[config.mk]
export PLATFORM = sky130hd
export DESIGN_NAME = fpu_op_sequencer
export DESIGN_NICKNAME = d
export VERILOG_FILES = /design/src/rtl/fpu_op_sequencer.sv
export SDC_FILE = /design/constraint.sdc
export NUM_CORES = 1
export LEC_CHECK = 0
export BUFFER_PORTS_ARGS = -buffer_cell sky130_fd_sc_hd__buf_2
export CORE_MARGIN = 2
export CORE_UTILIZATION = 30
export CTS_BUF_LIST = sky130_fd_sc_hd__clkbuf_16
export DETAILED_ROUTE_END_ITERATION = 10
export GPL_TIMING_DRIVEN = 0
export PLACE_DENSITY = 0.59
export REMOVE_ABC_BUFFERS = 1
export SLEW_MARGIN = 40
export SYNTH_ARGS = -nofsm -noshare
export SYNTH_HDL_FRONTEND = slang
export SYNTH_SLANG_ARGS = --single-unit
[constraint.sdc]
create_clock -name CLK -period 2.6 [get_ports CLK]
set_clock_uncertainty 0.15 [all_clocks]
set_input_delay 0.52 -clock CLK [delete_from_list [all_inputs] [get_ports CLK]]
set_output_delay 0.52 -clock CLK [all_outputs]
set_load 0.02 [all_outputs]
[src/rtl/fpu_op_sequencer.sv]
// Issues one F-extension op at a time: latches the FPU_Control select, times the op class
// latency, captures the muxed result and holds it under a valid/ready response handshake.
module fpu_op_sequencer #(
  parameter int ADD_LAT  = 1,
  parameter int MUL_LAT  = 2,
  parameter int DIV_LAT  = 8,
  parameter int MISC_LAT = 1,
  parameter int CNT_W    = 4
) (
  input  logic        CLK,
  input  logic        RST,
  input  logic        Req_Valid,
  input  logic [3:0]  Req_Op,
  output logic        Req_Ready,
  output logic [3:0]  Op_Sel,
  output logic        Unit_Start,
  input  logic [31:0] Result_In,
  output logic [31:0] Result_Out,
  output logic        Rsp_Valid,
  input  logic        Rsp_Ready,
  output logic        Illegal_Op,
  output logic        Busy
);

  typedef enum logic [1:0] {
    IDLE = 2'd0,
    EXEC = 2'd1,
    DONE = 2'd2
  } state_t;

  state_t           state_q;
  logic [3:0]       op_sel_q;
  logic [CNT_W-1:0] cnt_q;
  logic [CNT_W-1:0] cnt_d;
  logic             start_q;
  logic             illegal_q;
  logic [31:0]      result_q;
  logic             op_illegal;

  // Counter preload is LAT-1 so an op of latency L stays exactly L cycles in EXEC.
  always_comb begin
    cnt_d = CNT_W'(MISC_LAT - 1);
    case (Req_Op)
      4'd0, 4'd1: cnt_d = CNT_W'(ADD_LAT - 1);
      4'd2:       cnt_d = CNT_W'(MUL_LAT - 1);
      4'd3:       cnt_d = CNT_W'(DIV_LAT - 1);
      default:    cnt_d = CNT_W'(MISC_LAT - 1);
    endcase
  end

  assign op_illegal = (Req_Op >= 4'd14);

  always_ff @(posedge CLK) begin
    if (RST) begin
      state_q   <= IDLE;
      op_sel_q  <= 4'd0;
      cnt_q     <= '0;
      start_q   <= 1'b0;
      illegal_q <= 1'b0;
      result_q  <= 32'd0;
    end else begin
      case (state_q)
        IDLE: begin
          if (Req_Valid) begin
            op_sel_q <= Req_Op;
            if (op_illegal) begin
              result_q  <= 32'd0;
              illegal_q <= 1'b1;
              state_q   <= DONE;
            end else begin
              cnt_q     <= cnt_d;
              start_q   <= 1'b1;
              illegal_q <= 1'b0;
              state_q   <= EXEC;
            end
          end
        end
        EXEC: begin
          start_q <= 1'b0;
          if (cnt_q == '0) begin
            result_q <= Result_In;
            state_q  <= DONE;
          end else begin
            cnt_q <= cnt_q - 1'b1;
          end
        end
        DONE: begin
          if (Rsp_Ready) begin
            state_q <= IDLE;
          end
        end
        default: state_q <= IDLE;
      endcase
    end
  end

  assign Req_Ready  = (state_q == IDLE);
  assign Rsp_Valid  = (state_q == DONE);
  assign Busy       = (state_q != IDLE);
  assign Op_Sel     = op_sel_q;
  assign Unit_Start = start_q;
  assign Result_Out = result_q;
  assign Illegal_Op = illegal_q;

endmodule

==> flow_results.org <==
** Routing
- The count of nets left with antenna violations once routing finished came out at 0.
- Total Wirelength :: 4.464 mm
- Post-detailed-route DRC marker count :: 0
- For this run, the detailed router's first-pass iteration total came to 6.
- Routed wire length per instance :: 12.06 um
- Detailed-route vias per instance :: 4.757
- Number of DRC markers after the initial detailed-route iteration :: 95
- Summing over every cut layer, the via total after detailed routing is 1760.

** Floorplan
- Number of standard-cell rows in the floorplan :: 28
- The floorplan step set the die width to 81.77 um.
- DIE AREA :: 6686 um^2
- The core region is 5886 um^2.
- For this configuration, the core starts out at a cell density of 0.3082.
- Die H :: 81.77 um
- 81 I/O pins were placed.

** Global route
- For this run the aggregate overflow at the end of global routing stands at 0.
- Entering global routing, the biggest net connects 45 pins.
- Initial antenna violation count :: 0
- First-pass GRT wire length :: 6.941 mm
- The number of global-route vias before repair was 1478.
- Combined global-route utilization of all metal layers :: 0.1317

** CTS
- CTS max path bufs :: 2
- CTS saw 44 sinks.
- Post-cts repair resize count :: 0
- Clock tree from TritonCTS :: built
- Hold_buf cts :: 0
- CTS clk-pin slew, worst paths :: 60 ps
- Number of clock buffers inserted by TritonCTS :: 5
- At the later pin of the worst-skew pair, clock insertion delay measures 280 ps.
- Clock tree synthesis selected as its root buffer the cell sky130_fd_sc_hd__clkbuf_16.
- CTS H-tree depth :: 2
- Setup fix buffers added after clock tree synthesis :: 0

** Layout
- Summing all non-filler instances in the final layout gives an area of 2456 um^2.
- Compared with the post-synthesis result, the final layout area differs by 35.38%.
- Most common cell after layout, fill and taps aside :: sky130_fd_sc_hd__buf_2
- The layout has 605 filler cells.
- Final core occ :: 0.4173
- The sequential cells in the finished layout cover a total of 880.8 um^2.
- Antenna fix cells :: 0
- After the flow finishes, the layout carries non-filler instances totaling 370.
- Share of post-route cells with drive strength above 1 :: 0.3254
- Net total in the final layout :: 336
- The top cell types in the final layout, fill and taps aside, are sky130_fd_sc_hd__buf_2 (79), sky130_fd_sc_hd__a21oi_1 (45), sky130_fd_sc_hd__dfxtp_1 (44).
- The multi-input combinational cells in the finished layout cover a total of 820.8 um^2.

** Hold path
- The startpoint identified for the worst hold timing path is Result_Out[16]$_SDFFE_PP0P_.
- Counting instances, the worst hold path has a depth of 2.
- The min-delay analysis places its worst path in the category register to register.
- For hold timing, the worst endpoint is Result_Out[16]$_SDFFE_PP0P_.

** STA
- At the pin with the least slew margin, the transition time is 581.3 ps.
- Final hold analysis gives a worst-case slack of 297.1 ps.
- Slew HR :: 0.6125
- Maximum clock rate :: 446.3 MHz
- The number of failing hold endpoints at the final stage is 0.
- Setup repair after global routing left no endpoint under its margin.
- Setup violations remaining at the end of the flow were counted as 0.
- Portion of the clock cycle consumed by the worst path in the final layout :: 0.8617
- Count of final max-slew check failures :: 0
- Final setup slack of the worst path :: 359.5 ps
- Subtracting the final worst setup slack from the clock period gives 2241 ps.

** Worst setup path
- Startpoint class of the critical path :: register
- Required arrival time at the worst endpoint :: 2660 ps
- Crit path capture type :: register
- The critical path is of the register to register type.
- The worst register-to-register path ends at Result_Out[28]$_SDFFE_PP0P_.
- Critical path peak fanout :: 19
- In this run the critical register-to-register path is launched from cnt_q[0]$_SDFFE_PP0P_.
- The worst register-to-register path has a depth of 7.
- The worst register-to-register path has a setup slack of 360 ps.
- Worst EP arrival :: 2300 ps

** Synth
- Gate count of the mapped netlist :: 222
- For this run, the number of Yosys warnings is 0.
- Post-synth top area cell :: sky130_fd_sc_hd__dfxtp_1
- Of the post-synthesis cell area, the dominant cell type holds 0.4855.
- Of the synthesized area, sequential elements account for 0.4855.
- After synthesis, the cell types taking the most area are sky130_fd_sc_hd__dfxtp_1 (49%), sky130_fd_sc_hd__a21oi_1 (12%), sky130_fd_sc_hd__nand3_1 (9.1%), sky130_fd_sc_hd__nand2_1 (8.9%), sky130_fd_sc_hd__buf_2 (2.5%).
- The mapped netlist covers 1814 um^2.
- Counting distinct cell types in the post-synthesis netlist gives 32.
- Average instance area after synthesis :: 8.172 um^2
- After synthesis the netlist holds a flip-flop and latch count of 44.
- Post-synthesis async set-or-reset flop share :: 0
- The most used flip-flop cell after synthesis is sky130_fd_sc_hd__dfxtp_1.
- Post-synth EDFFs :: 0

** Power and ir drop
- Static leakage :: 1.047 nW
- In this run the power density over the cells is 777.1 nW/um^2.
- The worst-case IR drop observed on VDD is 0.4236 mV.

** Placement
- Once placement finished, the instance area stood at 2268 um^2.
- Number of placed instances, taps included :: 363
- Timing analysis after detailed placement gives a worst setup slack of 317.1 ps.
- Quantity of I/O buffers inserted on ports :: 80
- At the end of routability-driven placement, the weighted congestion stood at 0.8166.
- Estimated wirelength of the detail-placed design :: 3.108 mm

** Flow run
- Across the run, the number of max-cap violations was 0.

** Outcome
- The run finished with clean final reports.
==> per-stage QoR <==
step                TNS (ps)  total power [W]
floorplan             -13360        0.0009704
global placement      -66260         0.001102
detailed placement         0         0.001142
CTS                        0         0.001939
global route               0         0.002004
finish                     0         0.001909
==> sequential cells by signal (all words and copies together) (netlist names) <==
name        count
Result_Out     32
Illegal_Op      1
Op_Sel          4
Unit_Start      1
cnt_q           4
state_q         2
==> report_power, final <==
group	switching, W	internal (W)
clock	0.000241	0.000545
sequential	0.0000300	0.000709
combinational	0.000240	0.000144
==> kinds of logic after synthesis <==
group                      count (synthesis)  synth area share
and+or+nand+nor                           99            0.2593
xor gates and xnor gates                   1          0.004828
adders and majority gates                  1          0.006895
AOI/OAI and AO/OA                         55            0.1717
buffers and inverters                     21           0.06620
muxes                                      1          0.005517
DFF                                       44            0.4855
==> critical path, stage by stage (launching register included) <==
cell	delay, ps
sky130_fd_sc_hd__dfxtp_1	320
sky130_fd_sc_hd__inv_1	70
sky130_fd_sc_hd__ha_1	210
sky130_fd_sc_hd__or3b_2	500
sky130_fd_sc_hd__o22ai_4	450
sky130_fd_sc_hd__buf_16	210
sky130_fd_sc_hd__nand3_1	80
sky130_fd_sc_hd__a21oi_1	170
==> cell type report <==
class	count	share of cell area
sequential	44	0.3586
multi-input combinational	157	0.3342
timing repair buffer	84	0.1890
clock buffer	5	0.05094
tap	75	0.03821
clock inverter	2	0.02445
inverter	3	0.004585
==> Yosys cell counts (2+ instances only) <==
cell type,count
sky130_fd_sc_hd__inv_1,3
sky130_fd_sc_hd__a21oi_1,45
sky130_fd_sc_hd__nand3_1,33
sky130_fd_sc_hd__o21ai_0,3
sky130_fd_sc_hd__a311oi_1,2
sky130_fd_sc_hd__nor3_1,3
sky130_fd_sc_hd__dfxtp_1,44
sky130_fd_sc_hd__buf_2,9
sky130_fd_sc_hd__clkbuf_1,4
sky130_fd_sc_hd__nand2b_1,2
sky130_fd_sc_hd__nor4_1,2
sky130_fd_sc_hd__nor2_1,6
sky130_fd_sc_hd__nand2_1,43
sky130_fd_sc_hd__nor2b_1,2
sky130_fd_sc_hd__buf_6,4
==> routing by layer <==
metal | global-route usage | vias up | part of all wire
li1 | - | 917 | -
met1 | 0.1787 | 790 | 0.49
met2 | 0.2024 | 51 | 0.44
met3 | 0.03736 | 2 | 0.060
met4 | 0.04000 | 0 | 0.0092
met5 | 0 | - | 0
==> how the worst max path moves through the flow <==
stage,end,from,cells past startpoint,slack (ps)
floorplan,Result_Out[0]$_SDFFE_PP0P_,state_q[0]$_SDFFE_PP0P_,4,-400
global placement,Result_Out[27]$_SDFFE_PP0P_,state_q[0]$_SDFFE_PP0P_,4,-1920
detailed placement,Result_Out[28]$_SDFFE_PP0P_,Req_Valid,6,320
CTS,Result_Out[28]$_SDFFE_PP0P_,cnt_q[0]$_SDFFE_PP0P_,7,330
global route,Result_Out[16]$_SDFFE_PP0P_,cnt_q[0]$_SDFFE_PP0P_,7,190
finish,Result_Out[28]$_SDFFE_PP0P_,cnt_q[0]$_SDFFE_PP0P_,7,360
No activity file was read; power rests on OpenSTA's default activity.
